--- config.mk ---
export PLATFORM = sky130hd
export DESIGN_NAME = imem_loader
export DESIGN_NICKNAME = d
export VERILOG_FILES = /design/src/rtl/imem_loader.sv
export SDC_FILE = /design/constraint.sdc
export NUM_CORES = 1
export LEC_CHECK = 0
export BUFFER_PORTS_ARGS = -buffer_cell sky130_fd_sc_hd__buf_2
export CORE_AREA = 4 4 91 93
export CTS_BUF_LIST = sky130_fd_sc_hd__clkbuf_4 sky130_fd_sc_hd__clkbuf_8
export CTS_CLUSTER_SIZE = 30
export DETAILED_ROUTE_END_ITERATION = 8
export DIE_AREA = 0 0 95 97
export PLACE_DENSITY = 0.82
export SYNTH_ARGS = -nofsm -noshare
export SYNTH_HDL_FRONTEND = slang
export SYNTH_SLANG_ARGS = --single-unit
--- constraint.sdc ---
create_clock -name clk -period 2.1 [get_ports clk]
set_input_delay 0.315 -clock clk [delete_from_list [all_inputs] [get_ports clk]]
set_output_delay 0.315 -clock clk [all_outputs]
set_load 0.02 [all_outputs]
--- src/rtl/imem_loader.sv ---
// Byte-stream loader for the instruction memory: length header, little-endian words, optional checksum.
// Optional checksum byte after the data is enabled by defining IMEM_LOADER_CHECKSUM_EN.
module imem_loader #(
    parameter int AW = 8
) (
    input  logic          clk,
    input  logic          rst,
    input  logic          start,
    input  logic          byte_valid,
    input  logic [7:0]    byte_data,
    output logic          byte_ready,
    output logic          im_we,
    output logic [AW-1:0] im_addr,
    output logic [31:0]   im_wdata,
    output logic          core_rst_n,
    output logic          busy,
    output logic          done,
    output logic          err
);

    localparam logic [2:0] IDLE   = 3'd0;
    localparam logic [2:0] LEN_LO = 3'd1;
    localparam logic [2:0] LEN_HI = 3'd2;
    localparam logic [2:0] DATA   = 3'd3;
    localparam logic [2:0] CHK    = 3'd4;
    localparam logic [2:0] DONE   = 3'd5;

`ifdef IMEM_LOADER_CHECKSUM_EN
    localparam logic [2:0] POST = CHK;
`else
    localparam logic [2:0] POST = DONE;
`endif

    localparam logic [32:0] CAP = 33'(1) << AW;

    logic [2:0]  state;
    logic [7:0]  len_lo;
    logic [15:0] rem;
    logic [1:0]  bidx;
    logic [23:0] part_q;
    logic        last_wr;
    logic [15:0] nwords;
    logic        acc;
`ifdef IMEM_LOADER_CHECKSUM_EN
    logic [7:0]  cks;
`endif

    // The last word's write cycle stalls the byte stream so nothing is taken past N words.
    assign byte_ready = (state == LEN_LO) || (state == LEN_HI) || (state == CHK) ||
                        ((state == DATA) && !last_wr);
    assign busy       = (state == LEN_LO) || (state == LEN_HI) || (state == DATA) || (state == CHK);
    assign done       = (state == DONE);
    assign core_rst_n = (state == DONE);
    assign acc        = byte_valid && byte_ready;
    assign nwords     = {byte_data, len_lo};

    always_ff @(posedge clk or negedge rst) begin
        if (!rst) begin
            state    <= IDLE;
            len_lo   <= '0;
            rem      <= '0;
            bidx     <= '0;
            part_q   <= '0;
            last_wr  <= 1'b0;
            im_we    <= 1'b0;
            im_addr  <= '0;
            im_wdata <= '0;
            err      <= 1'b0;
`ifdef IMEM_LOADER_CHECKSUM_EN
            cks      <= '0;
`endif
        end else begin
            im_we <= 1'b0;
            if (im_we)
                im_addr <= im_addr + 1'b1;
            case (state)
                IDLE, DONE: begin
                    if (start) begin
                        state   <= LEN_LO;
                        err     <= 1'b0;
                        im_addr <= '0;
                        bidx    <= '0;
                        last_wr <= 1'b0;
`ifdef IMEM_LOADER_CHECKSUM_EN
                        cks     <= '0;
`endif
                    end
                end
                LEN_LO: begin
                    if (acc) begin
                        len_lo <= byte_data;
                        state  <= LEN_HI;
                    end
                end
                LEN_HI: begin
                    if (acc) begin
                        rem <= nwords;
                        if (33'(nwords) > CAP) begin
                            err   <= 1'b1;
                            state <= IDLE;
                        end else if (nwords == 16'd0) begin
                            state <= POST;
                        end else begin
                            state <= DATA;
                        end
                    end
                end
                DATA: begin
                    if (last_wr) begin
                        last_wr <= 1'b0;
                        state   <= POST;
                    end else if (acc) begin
`ifdef IMEM_LOADER_CHECKSUM_EN
                        cks  <= cks ^ byte_data;
`endif
                        bidx <= bidx + 2'd1;
                        // Bytes shift in from the top so byte 0 ends up in bits 7:0.
                        if (bidx == 2'd3) begin
                            im_we    <= 1'b1;
                            im_wdata <= {byte_data, part_q};
                            rem      <= rem - 16'd1;
                            last_wr  <= (rem == 16'd1);
                        end else begin
                            part_q <= {byte_data, part_q[23:8]};
                        end
                    end
                end
`ifdef IMEM_LOADER_CHECKSUM_EN
                CHK: begin
                    if (acc) begin
                        if (byte_data == cks) begin
                            state <= DONE;
                        end else begin
                            err   <= 1'b1;
                            state <= IDLE;
                        end
                    end
                end
`endif
                default: state <= IDLE;
            endcase
        end
    end

endmodule

==> results.tsv, run 1 <==
metric	value	unit
synthesis.yosys.warnings	0	
worstPathRequired	1780	ps
synth_flop_cell	dfrtp_1	
syn_nets	372	
grt_max_degree	45	
hold_path_class	in -> reg	
grt_pass1_wl	15.8	mm
grt_pass1_vias	3295	
period_needed	1950	ps
holdWs	285	ps
routabilityCongestion	0.863	
portBuffers	57	
initial_utilization	58.9	%
slew_violations	0	
synthCells	356	
fin_util	67.4	%
yosysMostFrequentCell	dfrtp_1	
die_w	95	µm
slowest_stage	dfrtp_1	
whs_endpoint	im_wdata[26]	
outcome	finished, final reports clean	
ant_nets	0	
power_leakage	2.44	nW
pin_count	58	
synthesis.area	4430	µm²
antenna_found_initial	0	
holdPathStages	2	
drive_gt1_share	39.4	%
rows	32	
numCtsBuffers	9	
first_pass_iters	7	
synth_edf_count	0	
setup_viol	0	
yosys-top-cells-area	dfrtp_1 (54%), mux2_2 (16%), o21ai_0 (1.8%)	
yosysTopAreaCell	dfrtp_1	
nNetsFinal	440	
diodes	0	
cap_viol_max_count	0	
hold_viol	0	
place_ws	275	ps
reg2reg_slack	260	ps
layoutNonFillerInstCount	531	
drtIter0Drc	246	
cp_data_arrival_time	1640	ps
die_h	97	µm
grt-ovfl-total	0	
fillers	579	
synth_top_area_share	54.2	%
clock_tree.root_cell	clkbuf_8	
hpwl	6.42	mm
syn_to_final_growth	14.5	%
finClkSkew	15.1	ps
vias	3167	
timing.fmax	0.512	GHz
path_class	reg -> out	
dieArea	9220	µm²
cts_setup_buffers	0	
clock_path_buffers	2	
end_kind	output pin	
period_share	93.0	%
power	5.46	mW
postLayoutCellArea	5070	µm²
setup_slack	146	ps
crit_path_max_fanout	14	
reg2reg_depth	4	
relSlewSlack	58.7	%
synth_common_cells	dfrtp_1 (96), mux2_2 (64), nor2_1 (19)	
r2r-start	state[1]	
crit_path_start_kind	register	
viasPerCell	5.96	
core	7530	µm²
place_area	4870	µm²
htreeDepth	3	
powerDensity	1080	nW/µm²
synth-seq-cells	96	
place_inst	514	
synthDistinctLibCells	63	
finalWirelength	9.18	mm
yosysSeqAreaShare	54.2	%
rsz0062_at_grt	no	
avgSynthCellArea	12.4	µm²
drc_errors	0	
tns	0	ps
cts_tree	done	
rr_endpoint	im_wdata[13]	
clock_latency	360	ps
crit_path_max_incr_delay	720	ps
min_from	byte_data[2]	
vdd_drop_max	0.000670	V
wl_per_cell	17.3	µm
cts.sinks	96	
grt_use_total	21.6	%
path_clk_slew	100	ps
tightest_slew	616	ps
async_flop_share	100	%
crit_chain	nor3_1, a211oi_1, buf_2	
how the worst max path moves through the flow:
stage,startpoint,endpoint
2_1_floorplan,state[0],byte_ready
3_5_place_dp,state[1],im_wdata[13]
4_1_cts,state[0],byte_ready
5_1_grt,state[1],byte_ready
6_report,state[1],byte_ready
3_3_place_gp,state[1],im_wdata[4]
layout make-up:
cell class | count | area, µm² | share of cell area, %
clock buffer | 10 | 138 | 2.71
clock inverter | 6 | 56.3 | 1.11
inverter | 8 | 30.0 | 0.592
multi-input combinational | 233 | 1860 | 36.7
sequential | 96 | 2400 | 47.4
tap | 102 | 128 | 2.52
timing repair buffer | 76 | 458 | 9.03
repair_timing:
item                                   4_1_cts  5_1_grt
endpoints found under the hold margin       40        0
hold buffers                                 1        0
gates resized for setup                      0        1
setup endpoints to repair                    0        1
critical path, delay by kind of cell, from the launching register on:
family                 cells  cell delay [ps]
AO/OA/AOI/OAI              1              220
buffers and inverters      1              190
flip-flops                 1              720
AND/OR/NAND/NOR            1              160
layout by cell type, fill, tap and decap left out, drive strengths merged, types with 2 or more instances in the layout:
| cell | netlist | final |
|---|---|---|
| and3 | 4 | 4 |
| a22oi | 2 | 2 |
| buf | 15 | 75 |
| nand4 | 6 | 6 |
| xor2 | 4 | 4 |
| or3 | 3 | 3 |
| o22ai | 6 | 6 |
| nor3b | 4 | 4 |
| nor3 | 9 | 9 |
| xnor2 | 3 | 3 |
| a21oi | 13 | 13 |
| dfrtp | 96 | 96 |
| mux2 | 65 | 65 |
| o21ai | 16 | 16 |
| a2bb2oi | 7 | 7 |
| inv | 8 | 12 |
| nor4 | 8 | 8 |
| a211oi | 5 | 5 |
| clkbuf | 4 | 10 |
| or4 | 2 | 2 |
| nor2 | 20 | 20 |
| ha | 4 | 4 |
| nand3b | 4 | 4 |
| nand3 | 5 | 5 |
| nand2 | 18 | 18 |
per-layer routing:
layer / vias up / routed length (µm) / track usage [%]
met3: 22 / 549 / 3.73
met4: 0 / 198 / 8.77
met2: 116 / 4530 / 36.0
met1: 1577 / 3910 / 27.8
li1: 1452 / - / -
met5: - / 0 / 0
state kept, by name (all words and copies together), names as in the netlist:
name      count
state         3
rem          16
im_we         1
part_q       24
len_lo        8
im_addr       8
err           1
im_wdata     32
bidx          2
last_wr       1
kinds of logic after synthesis:
logic type	synth area share, %
multiplexers	16.7
adder cells (fa/ha/maj)	1.13
buffers and inverters	3.81
XOR/XNOR	1.38
flip-flops	54.2
AO/OA/AOI/OAI	9.97
AND/OR/NAND/NOR	12.8
power breakdown:
part	internal [mW]	leakage [nW]	total [mW]	switching [mW]
logic	0.741	1.10	1.48	0.741
registers	2.33	1.25	2.81	0.481
clock network	0.490	0.0973	1.17	0.676
total	3.56	2.44	5.46	1.90
No activity file was read; power rests on OpenSTA's default activity.
==> inputs of run 2 (changes only) <==
clock period = 2.21 ns   (was 2.1 ns; I/O delays follow)
==> results.tsv, run 2 (synthesis results as in run 1) <==
metric	value	unit	change
clock_tree.root_cell	clkbuf_8		
ant_nets	0		unchanged
cts_tree	done		
first_pass_iters	4		-3
period_share	91.9	%	
finClkSkew	11.9	ps	-3.24 ps
relSlewSlack	54.5	%	-4.2 points
reg2reg_slack	360	ps	+100 ps
path_clk_slew	100	ps	about the same
dieArea	9220	µm²	unchanged
outcome	finished, final reports clean		
routabilityCongestion	0.850		-1.4%
fin_util	66.9	%	-0.53 points
holdWs	8.04	ps	-277 ps
htreeDepth	3		unchanged
layout_common_cells	dfrtp_1 (96), mux2_2 (64), buf_2 (56)		
r2r-start	state[1]		
cp_data_arrival_time	1700	ps	+60 ps
cts_setup_buffers	0		unchanged
cts.sinks	96		unchanged
tightest_slew	682	ps	+66.3 ps
core	7530	µm²	unchanged
pin_count	58		unchanged
finalWirelength	9.29	mm	+1.2%
setup_slack	180	ps	+33.7 ps
rsz0062_at_grt	no		
layoutNonFillerInstCount	526		-0.94%
cap_viol_max_count	0		unchanged
wl_per_cell	17.7	µm	+2.2%
grt_max_degree	54		+20%
hold_viol	0		unchanged
rr_endpoint	state[0]		
diodes	0		unchanged
vdd_drop_max	0.000644	V	-3.8%
drc_errors	0		unchanged
grt-ovfl-total	0		unchanged
numCtsBuffers	9		unchanged
rows	32		unchanged
hpwl	6.38	mm	-0.66%
slew_violations	0		unchanged
grt_use_total	22.1	%	+0.42 points
postCtsHoldBufs	0		-1
final_common_cell	dfrtp_1		
end_kind	output pin		
regMostFlops	im_wdata		
antenna_found_initial	0		unchanged
reg2reg_depth	4		unchanged
setup_viol	0		unchanged
path_class	reg -> out		
die_w	95	µm	unchanged
crit_path_max_fanout	11		-3
largest_register_ff_count	32		unchanged
power	5.15	mW	-5.6%
drtIter0Drc	216		-12%
portBuffers	57		unchanged
power_leakage	2.41	nW	-1.3%
grt_pass1_vias	3258		-1.1%
worstPathRequired	1880	ps	+100 ps
clock_latency	360	ps	about the same
tns	0	ps	unchanged
syn_to_final_growth	13.6	%	
reg.largest.list	im_wdata x32, part_q x24, rem x16		
place_inst	510		-0.78%
place_ws	375	ps	+99.7 ps
grt_pass1_wl	16.1	mm	+2.0%
period_needed	2030	ps	
postLayoutCellArea	5030	µm²	-0.79%
timing.fmax	0.493	GHz	
drive_gt1_share	38.7	%	-0.71 points
initial_utilization	58.9	%	unchanged
cts-resized-gates	0		unchanged
die_h	97	µm	unchanged
hold_path_class	in -> async		
clock_path_buffers	2		unchanged
crit_path_start_kind	register		
viasPerCell	5.97		+0.15%
vias	3142		-0.79%
nNetsFinal	435		-1.1%
powerDensity	1020	nW/µm²	-4.9%
place_area	4850	µm²	-0.36%
## run 2: area by class of cell
type	instances	area [µm²]
inverters	8	30.0
multi-input cells	233	1860
well taps	102	128
flip-flops and latches	96	2400
clock buffers	10	131
clock inverters	6	51.3
repair buffers	71	430
fillers	574	2490
## run 2: how the worst max path moves through the flow
| stage | end | depth (start not counted) | start |
|---|---|---|---|
| global route | byte_ready | 5 | state[0] |
| detailed placement | im_wdata[6] | 4 | state[1] |
| finish | byte_ready | 5 | state[0] |
| global placement | im_wdata[10] | 4 | state[1] |
| CTS | byte_ready | 4 | state[0] |
| floorplan | byte_ready | 4 | state[0] |
## run 2: worst max-delay path, cell delays in order (launching register included)
cell and delay, ps:
dfrtp_1 530, buf_4 250, a21oi_1 150, nor2_1 70, a211oi_1 150, buf_2 190
## run 2: report_power, final
part | leakage [nW] | total (mW) | switching (mW) | internal [mW]
registers | 1.25 | 2.67 | 0.461 | 2.21
logic | 1.08 | 1.39 | 0.699 | 0.689
clock network | 0.0849 | 1.09 | 0.652 | 0.438
## run 2: metal layers
layer	GRT usage (%)	share of wire, %	vias to the layer above
met5	0	0	-
met4	8.99	2.1	0
met3	2.80	4.9	19
met2	36.3	50	106
met1	29.4	43	1575
li1	-	-	1442
